==> src/rtl/opsel_pkg.sv <==
// Shared types and constants for the operand selector pipeline.
package opsel_pkg;

  localparam int NSRC_MAX = 16;

  typedef enum logic [1:0] {
    EMPTY = 2'd0,
    ONE   = 2'd1,
    TWO   = 2'd2
  } state_t;

  // Packed width of a {data, err} beat for a given operand width.
  function automatic int beat_w(input int width);
    return width + 1;
  endfunction

endpackage

==> src/rtl/opsel_skid.sv <==
// Generic 2-entry valid/ready skid buffer; in_ready and out_valid come straight from flops.
module opsel_skid
  import opsel_pkg::*;
#(
  parameter int DW = 33
) (
  input  logic          clk,
  input  logic          rst,
  input  logic          in_valid,
  output logic          in_ready,
  input  logic [DW-1:0] in_beat,
  output logic          out_valid,
  input  logic          out_ready,
  output logic [DW-1:0] out_beat
);

  state_t        state_q, state_d;
  logic [DW-1:0] out_q, out_d;
  logic [DW-1:0] skid_q, skid_d;
  logic          in_ready_q, in_ready_d;
  logic          out_valid_q, out_valid_d;
  logic          in_xfer, out_xfer;

  assign in_xfer  = in_valid & in_ready_q;
  assign out_xfer = out_valid_q & out_ready;

  // NOTE: every signal written here gets a default first, so no path can infer a latch.
  always_comb begin
    state_d = state_q;
    out_d   = out_q;
    skid_d  = skid_q;
    case (state_q)
      EMPTY: begin
        if (in_xfer) begin
          out_d   = in_beat;
          state_d = ONE;
        end
      end
      ONE: begin
        if (in_xfer && out_xfer) begin
          out_d = in_beat;
        end else if (in_xfer) begin
          skid_d  = in_beat;
          state_d = TWO;
        end else if (out_xfer) begin
          state_d = EMPTY;
        end
      end
      TWO: begin
        if (out_xfer) begin
          out_d   = skid_q;
          state_d = ONE;
        end
      end
      default: state_d = EMPTY;
    endcase
    in_ready_d  = (state_d != TWO);
    out_valid_d = (state_d != EMPTY);
  end

  // NOTE: state is updated with non-blocking assignments so all flops sample the same pre-edge values.
  always_ff @(posedge clk) begin
    if (rst) begin
      state_q     <= EMPTY;
      in_ready_q  <= 1'b1;
      out_valid_q <= 1'b0;
      // NOTE: both data registers are reset so out_data reads zero, never X, straight after reset.
      out_q       <= '0;
      skid_q      <= '0;
    end else begin
      state_q     <= state_d;
      in_ready_q  <= in_ready_d;
      out_valid_q <= out_valid_d;
      out_q       <= out_d;
      skid_q      <= skid_d;
    end
  end

  assign in_ready  = in_ready_q;
  assign out_valid = out_valid_q;
  assign out_beat  = out_q;

endmodule

==> src/rtl/operand_sel_pipe.sv <==
// N:1 operand selector registered behind a skid buffer, with invalid-select reporting.
// Define OPSEL_ERR_CNT_EN to build the saturating err_count; otherwise err_count is tied to zero.
module operand_sel_pipe
  import opsel_pkg::*;
#(
  parameter int WIDTH = 32,
  parameter int NSRC  = 3,
  parameter int SELW  = $clog2(NSRC),
  parameter int CNTW  = 16
) (
  input  logic                  clk,
  input  logic                  rst,
  input  logic                  in_valid,
  output logic                  in_ready,
  input  logic [NSRC*WIDTH-1:0] src_data,
  input  logic [SELW-1:0]       sel,
  output logic                  out_valid,
  input  logic                  out_ready,
  output logic [WIDTH-1:0]      out_data,
  output logic                  out_err,
  output logic                  sel_err,
  output logic [CNTW-1:0]       err_count
);

  localparam int BEAT_W = beat_w(WIDTH);

  typedef struct packed {
    logic [WIDTH-1:0] data;
    logic             err;
  } beat_t;

  logic [WIDTH-1:0] sel_data;
  logic             sel_bad;
  logic             in_xfer;
  beat_t            in_beat, out_beat;
  logic             sel_err_q, sel_err_d;

  // Codes at or above NSRC match no source, leaving data zero and the error flag set.
  always_comb begin
    sel_data = '0;
    sel_bad  = 1'b1;
    for (int k = 0; k < NSRC; k++) begin
      if (int'(sel) == k) begin
        sel_data = src_data[k*WIDTH +: WIDTH];
        sel_bad  = 1'b0;
      end
    end
  end

  assign in_beat = '{data: sel_data, err: sel_bad};
  assign in_xfer = in_valid & in_ready;

  opsel_skid #(
    .DW(BEAT_W)
  ) u_skid (
    .clk      (clk),
    .rst      (rst),
    .in_valid (in_valid),
    .in_ready (in_ready),
    .in_beat  (in_beat),
    .out_valid(out_valid),
    .out_ready(out_ready),
    .out_beat (out_beat)
  );

  assign out_data = out_beat.data;
  assign out_err  = out_beat.err;

  always_comb begin
    sel_err_d = sel_err_q | (in_xfer & sel_bad);
  end

  always_ff @(posedge clk) begin
    if (rst) sel_err_q <= 1'b0;
    else     sel_err_q <= sel_err_d;
  end

  assign sel_err = sel_err_q;

`ifdef OPSEL_ERR_CNT_EN
  logic [CNTW-1:0] err_cnt_q, err_cnt_d;

  always_comb begin
    err_cnt_d = err_cnt_q;
    if (in_xfer && sel_bad && (err_cnt_q != '1)) begin
      err_cnt_d = err_cnt_q + CNTW'(1);
    end
  end

  always_ff @(posedge clk) begin
    if (rst) err_cnt_q <= '0;
    else     err_cnt_q <= err_cnt_d;
  end

  assign err_count = err_cnt_q;
`else
  assign err_count = '0;
`endif

endmodule

==> config.mk <==
export PLATFORM = sky130hd
export DESIGN_NAME = operand_sel_pipe
export DESIGN_NICKNAME = d
export VERILOG_FILES = /design/src/rtl/opsel_pkg.sv /design/src/rtl/opsel_skid.sv /design/src/rtl/operand_sel_pipe.sv
export SDC_FILE = /design/constraint.sdc
export NUM_CORES = 1
export LEC_CHECK = 0
export BUFFER_PORTS_ARGS = -buffer_cell sky130_fd_sc_hd__buf_4
export CAP_MARGIN = 20
export CORE_MARGIN = 2
export CORE_UTILIZATION = 53
export DETAILED_ROUTE_END_ITERATION = 16
export HOLD_SLACK_MARGIN = 0.08
export PLACE_DENSITY_LB_ADDON = 0.08
export SETUP_SLACK_MARGIN = 0.1
export SYNTH_ARGS = -nofsm -noshare
export SYNTH_HDL_FRONTEND = slang
export SYNTH_SLANG_ARGS = --single-unit
==> constraint.sdc <==
create_clock -name clk -period 3.08 [get_ports clk]
set_clock_uncertainty 0.05 [all_clocks]
set_input_delay 0.308 -clock clk [delete_from_list [all_inputs] [get_ports clk]]
set_output_delay 0.308 -clock clk [all_outputs]
set_load 0.005 [all_outputs]
==> impl_metrics.yaml <==
outcome:
  status: "finished clean"
worst_setup_path:
  rr_endpoint: "u_skid.out_beat[18]"
  setup.worst_path.end_class: "flip-flop"
  cp_slowest_stage_delay_ps: 760
  critPathRequiredTime_ps: 3310
  path_cells: "nand2_1 -> o211ai_4 -> buf_4 -> o211ai_1 -> o21ai_1"
  arrival_ps: 2380
  r2r_slack_ps: 930
  worstPathBufferInverterCount: 1
  start_kind: "flip-flop"
  slowest_stage: "o211ai_4"
  critPathKind: "flip-flop to flip-flop"
  worst_r2r_startpoint: "u_skid.out_valid"
  critical-path-top-delay-family: "compound AO/OA/AOI/OAI gates"
  rr_worst_depth: 5
  cp_max_fo: 35
drt:
  wl_um: 9390
  via_per_inst: 5.37
  first_pass_iters: 5
  drtIter0Drc: 166
  ant_nets: 0
  num_vias: 3569
  drc: 0
  wire_per_inst_um: 14.1
timing:
  setup_violations: 0
  timing_hold_violations_final: 0
  tightest_slew_ps: 1030
  clock.fmax_ghz: 0.464
  tns_ps: 0
  finalCriticalPeriod_ps: 2150
  relSlewSlack: 0.314
  slew_viol_final: 0
  period_share: 0.699
  rsz0062_at_grt: "false"
clock_network:
  cts_buffer_depth: 2
  post_cts_buffers: 0
  htree_levels: 3
  clk_latency_ps: 340
  cts_hold_buf: 0
  cts_tree: "done"
  clock-sinks: 71
  root_buffer: "clkbuf_8"
  cts.repair.resized: 0
  cts.clk_slew.worst_paths_ps: 70
  numCtsBuffers: 9
place:
  numPortBuffers: 137
  globalplace.congestion: 0.763
  dp_hpwl_um: 6230
power:
  leakage_nw: 2.12
  max-vdd-ir-drop_uv: 292
  p_total_mw: 2.44
  pwr_density_cell_nw_per_um2: 476
hold_path:
  min_path_cells: 2
  worstHoldStart: "out_ready"
  hold_path_class: "input port to flip-flop"
  hold_path_end: "u_skid.state_q[1]"
yosys:
  synth-seq-cells: 71
  synth-edff-count: 0
  ys_seq_area_frac: 0.353
  yosysWarningCount: 0
  syn_area_um2: 4030
  postSynthCellCount: 452
  synth_flop_cell: "dfxtp_1"
  ys_types: 33
  synthArstFlopShare: 0
  postSynthAreaPerCell_um2: 8.92
die:
  core-area_um2: 7290
  start_util: 0.553
  dieArea_um2: 8320
  ios: 154
  rows: 31
  die_h_um: 91.2
  die_w_um: 91.2
grt:
  track_usage: 0.221
  antenna_found_initial: 0
  gr-total-overflow: 0
  grt_pass1_vias: 3161
  grt_pass1_wl_um: 15000
  grt_max_degree: 98
layout:
  diodes: 0
  fin_nets: 664
  final_common_cell: "buf_4"
  num-fill-cells: 623
  final_cell_mix: "buf_4, dfxtp_1, nor2_1"
  area_growth_syn_to_layout_pct: 27.4
  drive_gt1_frac: 0.343
run:
  drv_cap: 0
## through the flow
| stage | instances | cell area [um^2] | worst slack, ps | utilization | hold slack [ps] |
|---|---|---|---|---|---|
| detailed placement | 650 | 4900 | 874 | 0.672 | 403 |
| global placement | 650 | 4900 | 957 | 0.672 | 391 |
| CTS | 665 | 5130 | 929 | 0.704 | 138 |
| global route | 665 | 5130 | 745 | 0.704 | 145 |
| floorplan | 467 | 4090 | 1720 | - | 387 |
| finish | 665 | 5130 | 926 | 0.704 | 147 |
## cell type report
class / instances / area (um^2) / area share
Multi-Input combinational cell: 303 / 2150 / 0.419
Clock inverter: 3 / 65.1 / 0.0127
Sequential cell: 71 / 1420 / 0.277
Inverter: 33 / 124 / 0.0241
Clock buffer: 12 / 165 / 0.0322
Tap cell: 99 / 124 / 0.0241
Timing Repair Buffer: 144 / 1080 / 0.211
## cell usage after synthesis, drive strengths merged, types with 2 or more instances
cell      n  area, um^2
a211oi   32         395
a21oi    34         170
buf      49         374
clkbuf   11        41.3
dfxtp    71        1420
inv      33         124
mux2i    32         320
nand2     7        26.3
nand2b   33         206
nand3     2        15.0
nor2     37         139
nor2b     2        12.5
o211ai   33         253
o21ai    32         160
o2bb2ai  32         280
## report_power, final
| group | switching [mW] | total, mW | internal [mW] |
|---|---|---|---|
| Combinational | 0.282 | 0.555 | 0.273 |
| Clock | 0.328 | 0.844 | 0.517 |
| Sequential | 0.0409 | 1.04 | 1.00 |
| Total | 0.650 | 2.44 | 1.79 |
## worst max-delay path by stage
| stage | slack, ps | end | start | depth (start not counted) |
|---|---|---|---|---|
| 2_1_floorplan | 1720 | u_skid.out_beat[10] | sel[1] | 7 |
| 3_3_place_gp | 960 | u_skid.skid_q[31] | sel[1] | 6 |
| 3_5_place_dp | 870 | u_skid.skid_q[5] | sel[1] | 6 |
| 4_1_cts | 930 | u_skid.out_beat[18] | u_skid.state_q[1] | 5 |
| 5_1_grt | 740 | u_skid.out_beat[19] | u_skid.out_valid | 5 |
| 6_report | 930 | u_skid.out_beat[18] | u_skid.out_valid | 5 |
## logic make-up after synthesis
| kind of cell | after synthesis | synth area share |
|---|---|---|
| mux | 32 | 0.0795 |
| other cells | 1 | 0.000930 |
| simple gates | 87 | 0.111 |
| compound gates | 168 | 0.322 |
| buf+inv | 93 | 0.134 |
| flops | 71 | 0.353 |
## sequential cells by signal, summed over array words and instances (netlist names)
register	count
u_skid.out_beat	33
u_skid.in_ready	1
u_skid.skid_q	33
u_skid.out_valid	1
u_skid.state_q	2
sel_err	1
## metal layers
layer	part of all wire	vias to the layer above	global-route usage	wire length, um
li1	-	1791	-	-
met4	0.0097	0	0.0707	91
met5	0	-	0	0
met3	0.065	6	0.0631	611
met1	0.42	1657	0.272	3960
met2	0.50	115	0.372	4720
Power figures use the tool's default switching activity.
